[src/rtl/bg_scene_scheduler.sv]
// -----------------------------------------------------------------------------
// bg_scene_scheduler
//
// Scene configuration for the chroma-key display path. Chooses the background
// ROM index (rand_ball) and the upscale mode. Changes are applied only at the
// first blanking line of a frame, so a frame never shows two scenes. Game
// logic starts a round with a rising edge on new_round_req. The round ends
// after ROUND_FRAMES frame boundaries.
//
// Optional build macro: BG_AUTO_RESHUFFLE_EN
//   When defined, an expiring round does not end. A fresh background is
//   picked and the frame counter reloads.
//
// Ports:
//   clk            system/pixel clock
//   reset          synchronous, active-high
//   x_pixel        VGA horizontal counter (not needed for boundary detection)
//   y_pixel        VGA vertical counter; the 479->480 step marks the boundary
//   DE             display enable (not used for boundary detection)
//   new_round_req  round request; the rising edge is the event
//   upscale_req    requested upscale mode (level)
//   rand_ball      background ROM select
//   upscale        applied upscale mode
//   new_round_ack  one-cycle pulse when a requested round takes effect
//   frame_start    one-cycle pulse when the configuration registers update
//   round_active   high while a round is running
//   frames_left    frames remaining in the current round
// -----------------------------------------------------------------------------
module bg_scene_scheduler #(
  parameter int          H_ACTIVE     = 640,
  parameter int          V_ACTIVE     = 480,
  parameter int          NUM_BALLS    = 3,
  parameter int          ROUND_FRAMES = 300,
  parameter logic [15:0] LFSR_SEED    = 16'hACE1
) (
  input  logic       clk,
  input  logic       reset,
  input  logic [9:0] x_pixel,
  input  logic [9:0] y_pixel,
  input  logic       DE,
  input  logic       new_round_req,
  input  logic       upscale_req,
  output logic [1:0] rand_ball,
  output logic       upscale,
  output logic       new_round_ack,
  output logic       frame_start,
  output logic       round_active,
  output logic [8:0] frames_left
);

  typedef enum logic [1:0] {IDLE, PENDING, ROUND} state_t;

  // An all-zero seed would lock the LFSR, so it is replaced by 1.
  localparam logic [15:0] SEED     = (LFSR_SEED == 16'h0000) ? 16'h0001 : LFSR_SEED;
  localparam logic [8:0]  RELOAD   = 9'(ROUND_FRAMES - 1);
  localparam logic [2:0]  NB3      = 3'(NUM_BALLS);
  localparam logic [1:0]  BALL_MAX = 2'(NUM_BALLS - 1);

  // Horizontal position and DE are not needed: the vertical step is enough.
  logic unused_ok;
  assign unused_ok = &{1'b0, DE, x_pixel, (x_pixel < 10'(H_ACTIVE))};

  state_t      state_q, state_d;
  logic [9:0]  prev_y;
  logic        req_d;
  logic [15:0] lfsr;
  logic [1:0]  pend_ball, pend_d;
  logic [1:0]  ball_d;
  logic [8:0]  frames_d;
  logic        active_d, ack_d;
  logic        bnd, req_evt;
  logic [2:0]  cand;
  logic [1:0]  next_ball, pick;

  assign bnd     = (y_pixel == 10'(V_ACTIVE)) && (prev_y == 10'(V_ACTIVE - 1));
  assign req_evt = new_round_req & ~req_d;

  // The candidate is folded once into range. The current ball is then skipped
  // so that a new round always changes the scene.
  always_comb begin
    cand      = {1'b0, lfsr[1:0]};
    if (cand >= NB3) cand = cand - NB3;
    next_ball = (rand_ball == BALL_MAX) ? 2'd0 : rand_ball + 2'd1;
    if (NUM_BALLS <= 1)               pick = 2'd0;
    else if (cand[1:0] == rand_ball)  pick = next_ball;
    else                              pick = cand[1:0];
  end

  // NOTE: every variable gets a default before the case. Each path then
  // assigns all of them, so no latch can be inferred.
  always_comb begin
    state_d  = state_q;
    pend_d   = pend_ball;
    ball_d   = rand_ball;
    frames_d = frames_left;
    active_d = round_active;
    ack_d    = 1'b0;
    case (state_q)
      IDLE: begin
        if (req_evt) begin
          pend_d  = pick;
          state_d = PENDING;
        end
      end
      PENDING: begin
        // A second request while pending is ignored on purpose.
        if (bnd) begin
          ball_d   = pend_ball;
          frames_d = RELOAD;
          active_d = 1'b1;
          ack_d    = 1'b1;
          state_d  = ROUND;
        end
      end
      ROUND: begin
        // A request beats a coincident boundary. The new ball waits for the
        // following boundary and the counter freezes.
        if (req_evt) begin
          pend_d  = pick;
          state_d = PENDING;
        end else if (bnd) begin
          if (frames_left != 9'd0) begin
            frames_d = frames_left - 9'd1;
          end else begin
`ifdef BG_AUTO_RESHUFFLE_EN
            ball_d   = pick;
            frames_d = RELOAD;
`else
            active_d = 1'b0;
            state_d  = IDLE;
`endif
          end
        end
      end
      default: state_d = IDLE;
    endcase
  end

  // req_d follows the input even during reset. A request held across reset
  // therefore does not produce a fresh event afterwards.
  always_ff @(posedge clk) begin
    req_d <= new_round_req;
  end

  // NOTE: state registers use non-blocking assignments, so every flop
  // samples the pre-edge values computed above.
  always_ff @(posedge clk) begin
    if (reset) begin
      state_q       <= IDLE;
      prev_y        <= 10'd0;
      lfsr          <= SEED;
      pend_ball     <= 2'd0;
      rand_ball     <= 2'd0;
      upscale       <= 1'b0;
      new_round_ack <= 1'b0;
      frame_start   <= 1'b0;
      round_active  <= 1'b0;
      frames_left   <= 9'd0;
    end else begin
      state_q       <= state_d;
      prev_y        <= y_pixel;
      // Fibonacci taps 16,14,13,11; the sequence is maximal-length.
      lfsr          <= {lfsr[14:0], lfsr[15] ^ lfsr[13] ^ lfsr[12] ^ lfsr[10]};
      pend_ball     <= pend_d;
      rand_ball     <= ball_d;
      frames_left   <= frames_d;
      round_active  <= active_d;
      new_round_ack <= ack_d;
      frame_start   <= bnd;
      if (bnd) upscale <= upscale_req;
    end
  end

endmodule

[config.mk]
export PLATFORM = sky130hd
export DESIGN_NAME = bg_scene_scheduler
export DESIGN_NICKNAME = d
export VERILOG_FILES = /design/src/rtl/bg_scene_scheduler.sv
export SDC_FILE = /design/constraint.sdc
export NUM_CORES = 1
export LEC_CHECK = 0
export CORE_UTILIZATION = 45
export DETAILED_ROUTE_END_ITERATION = 12
export PLACE_DENSITY_LB_ADDON = 0.08
export SLEW_MARGIN = 30
export SYNTH_ARGS = -nofsm -noshare
export SYNTH_HDL_FRONTEND = slang
export SYNTH_SLANG_ARGS = --single-unit
export TNS_END_PERCENT = 30
[constraint.sdc]
create_clock -name clk -period 2.9 [get_ports clk]
set_input_delay 0.435 -clock clk [delete_from_list [all_inputs] [get_ports clk]]
set_output_delay 0.435 -clock clk [all_outputs]
set_load 0.02 [all_outputs]
==> metrics.txt <==
# TYPE chip_impl_metric gauge
chip_impl_metric{name="grt_first_pass_wirelength",unit="um"} 5260
chip_impl_metric{name="cap_viol_max_count",unit=""} 0
chip_impl_metric{name="synth_cell_types",unit=""} 38
chip_impl_metric{name="antenna_cells",unit=""} 0
chip_impl_metric{name="hold_path_depth",unit=""} 1
chip_impl_info{name="setup_repair_after_global_routing_missed_its_margin",value="false"} 1
chip_impl_metric{name="die_width",unit="um"} 63.0
chip_impl_metric{name="floorplan.initialDensity",unit="%"} 48.7
chip_impl_metric{name="detail_route.drc_violations",unit=""} 0
chip_impl_metric{name="netlist_instances",unit=""} 164
chip_impl_info{name="tritoncts",value="yes"} 1
chip_impl_info{name="critical_path.top_delay_family",value="simple AND/OR/NAND/NOR gates"} 1
chip_impl_metric{name="timing_max_transition_violations_final",unit=""} 0
chip_impl_metric{name="synth_edf_count",unit=""} 0
chip_impl_metric{name="post_synth.cell_area_avg",unit="um^2"} 10.2
chip_impl_metric{name="crit_path_cell_count",unit=""} 6
chip_impl_info{name="min_path_type",value="flop to flop"} 1
chip_impl_metric{name="wl_final",unit="um"} 3040
chip_impl_metric{name="global_route.overflow_total",unit=""} 0
chip_impl_metric{name="fmaxAchievable",unit="GHz"} 0.398
chip_impl_info{name="synth_area_leader_cell",value="dfxtp_1"} 1
chip_impl_metric{name="timing.slew.headroom",unit="%"} 50.3
chip_impl_info{name="layout.cells.most_common_list",value="dfxtp_1, clkdlybuf4s50_1, nor2b_1, nor2_1"} 1
chip_impl_metric{name="critPathRequiredTime",unit="ns"} 3.12
chip_impl_metric{name="avgRoutedWirePerCell",unit="um"} 12.3
chip_impl_info{name="timing_worst_setup_path_type",value="input port to flop"} 1
chip_impl_metric{name="number_of_sinks_handled_by_clock_tree_synthesis",unit=""} 46
chip_impl_metric{name="clkLatencyLatePin",unit="ns"} 0.30
chip_impl_metric{name="worstMarginPinSlew",unit="ns"} 0.743
chip_impl_metric{name="antenna_found_initial",unit=""} 0
chip_impl_metric{name="fp.dieH",unit="um"} 63.0
chip_impl_metric{name="cts_inserted_buffers",unit=""} 5
chip_impl_metric{name="ir_drop",unit="V"} 0.000422
chip_impl_metric{name="ctsResizeCount",unit=""} 0
chip_impl_metric{name="finish.net_count",unit=""} 225
chip_impl_metric{name="synth.yosys.seq_area_share",unit="%"} 54.9
chip_impl_metric{name="first_global_vias",unit=""} 1202
chip_impl_metric{name="portBuffers",unit=""} 28
chip_impl_metric{name="drive_above_1_share",unit="%"} 12.0
chip_impl_metric{name="drt_first_iter_violations",unit=""} 84
chip_impl_info{name="worstSetupStartpointType",value="input port"} 1
chip_impl_metric{name="power.density_cell_area",unit="nW/um^2"} 563
chip_impl_info{name="clockRootBuffer",value="clkbuf_8"} 1
chip_impl_metric{name="report.final.setup_viol",unit=""} 0
chip_impl_info{name="run_status",value="finished, final reports clean"} 1
chip_impl_metric{name="finalSetupTns",unit="ns"} 0
chip_impl_metric{name="timing.final.crit_share",unit="%"} 86.5
chip_impl_metric{name="yosys_warnings",unit=""} 0
chip_impl_metric{name="antenna_violating_nets_post_route",unit=""} 0
chip_impl_info{name="most_instantiated_flip_flop_cell_in_the_synthesis_netlist",value="dfxtp_1"} 1
chip_impl_metric{name="routed-via-count",unit=""} 1256
chip_impl_metric{name="register_clock_pin_slew_on_the_reported_worst_setup_and_hold_paths",unit="ns"} 0.08
chip_impl_metric{name="floorplan.core_area",unit="um^2"} 3440
chip_impl_metric{name="yosys_register_bits",unit=""} 46
chip_impl_metric{name="critPathMaxStageDelay",unit="ns"} 0.55
chip_impl_metric{name="smallest_hold_slack",unit="ns"} 0.413
chip_impl_metric{name="filler_cell_count",unit=""} 305
chip_impl_metric{name="globalRouteTotalUtil",unit="%"} 17.2
chip_impl_metric{name="die_area",unit="um^2"} 3970
chip_impl_metric{name="worst-r2r-cell-count",unit=""} 8
chip_impl_metric{name="clock_path_buffers",unit=""} 2
chip_impl_info{name="most_common_cell_after_layout_fill_and_taps_aside",value="dfxtp_1"} 1
chip_impl_metric{name="synth.cell_area",unit="um^2"} 1680
chip_impl_metric{name="io_pins",unit=""} 40
chip_impl_metric{name="place_hpwl",unit="um"} 2130
chip_impl_info{name="ys_top_cells_by_area",value="dfxtp_1, nor2b_1, nor2_1"} 1
chip_impl_metric{name="critical_path.max_fanout",unit=""} 10
chip_impl_metric{name="syn2layout_area_growth",unit="%"} 27.4
chip_impl_metric{name="place.gp.congestion",unit=""} 0.822
chip_impl_metric{name="synthesis.nets",unit=""} 190
chip_impl_metric{name="post_cts_setup_buffers",unit=""} 0
chip_impl_metric{name="worst-endpoint-arrival",unit="ns"} 2.73
chip_impl_metric{name="worstPathBufferInverterCount",unit=""} 1
chip_impl_info{name="worst_setup_path_end_kind",value="flop"} 1
chip_impl_metric{name="hold_fix_buffers_cts",unit=""} 0
chip_impl_metric{name="drt-vias-per-instance",unit=""} 5.11
chip_impl_metric{name="final_period_minus_worst_setup_slack",unit="ns"} 2.51
chip_impl_metric{name="synth_largest_type_area_fraction",unit="%"} 54.9
chip_impl_metric{name="pin_count_of_the_biggest_net_entering_global_routing",unit=""} 26
chip_impl_metric{name="cts.htree.levels",unit=""} 2
chip_impl_metric{name="drt_pass1_iterations",unit=""} 4
chip_impl_metric{name="hold_viol_final",unit=""} 0
chip_impl_metric{name="leakage",unit="nW"} 0.806
chip_impl_metric{name="async_reset_ff_share",unit="%"} 0
chip_impl_info{name="critical_path.slowest_cell",value="or4b_4"} 1
chip_impl_metric{name="timing.clock.skew",unit="ns"} 0.00574
chip_impl_metric{name="placementRows",unit=""} 21
chip_impl_info{name="critical_path.cell_chain",value="clkdlybuf4s50_1 -> or4b_4 -> nor4_4 -> o2111ai_2 -> or4_1 -> a21oi_1"} 1
## synthesized netlist by cell type, drive strengths merged (3+ instances only)
| library cell | number |
|---|---|
| dfxtp | 46 |
| nor2b | 22 |
| nor2 | 14 |
| a21oi | 8 |
| nand2 | 8 |
| or2 | 7 |
| inv | 6 |
| nor3 | 5 |
| clkbuf | 4 |
| a221oi | 3 |
| mux2i | 3 |
| nand2b | 3 |
| nand4b | 3 |
| or4 | 3 |
| or4b | 3 |
## layout make-up
type	instances	area (um^2)	area share [%]
Sequential cell	46	921	43.1
Multi-Input combinational cell	107	707	33.1
Tap cell	46	57.6	2.69
Inverter	6	22.5	1.05
Clock buffer	6	72.6	3.40
Timing Repair Buffer	33	318	14.9
Clock inverter	2	37.5	1.76
## path summary, 6_finish.rpt
path                          startpoint                     endpoint  slack (ns)
min reg2reg           lfsr[6]$_SDFF_PP1_           lfsr[7]$_SDFF_PP1_        0.41
max reg2reg  frames_left[0]$_SDFFE_PP0P_  frames_left[1]$_SDFFE_PP0P_        0.48
min                   lfsr[6]$_SDFF_PP1_           lfsr[7]$_SDFF_PP1_        0.41
max                           y_pixel[1]  frames_left[7]$_SDFFE_PP0P_        0.39
## layer usage
layer  vias up  global-route usage, %  routed length, um
li1        637                      -                  -
met1       587                   20.1               1430
met2        27                   28.4               1410
met3         5                   6.57                148
met4         0                   6.10                 51
met5         -                      0                  0
## cells by family after synthesis
group                      after synthesis  synth area share [%]
buffers and inverters                   11                  2.91
muxes                                    3                  1.79
adders and majority gates                1                 0.746
AOI/OAI and AO/OA                       27                  11.8
DFF                                     46                  54.9
xor gates and xnor gates                 3                  1.57
and+or+nand+nor                         73                  26.3
## sequential cells by signal, indices dropped and copies added (netlist names)
register	count
lfsr	16
prev_y	10
frame_start	1
frames_left	9
round_active	1
pend_ball	2
state_q	2
rand_ball	2
upscale	1
new_round_ack	1
req_d	1
## worst reg2reg max path, stage by stage (launching register included)
cell and delay (ns):
dfxtp_1 0.34, inv_1 0.08, ha_1 0.19, or4b_1 0.54
or4b_1 0.52, o2111ai_2 0.22, buf_4 0.22, nor2_1 0.05
a211oi_1 0.19
## metrics by stage
step | total power [mW] | utilization [%] | cells | instance area [um^2] | setup WS [ns]
finish | 1.20 | 62.1 | 246 | 2140 | 0.390
global route | 1.26 | 62.1 | 246 | 2140 | 0.323
CTS | 1.22 | 62.1 | 246 | 2140 | 0.389
detailed placement | 0.755 | 58.9 | 238 | 2030 | 0.100
global placement | 0.753 | 58.9 | 238 | 2030 | 0.125
floorplan | 0.724 | - | 164 | 1680 | 0.650
## power by group
group	internal, mW	total [mW]	switching (mW)
Combinational	0.0404	0.0725	0.0321
Clock	0.257	0.462	0.205
Sequential	0.658	0.668	0.00961
(Power assumes the default switching activity.)
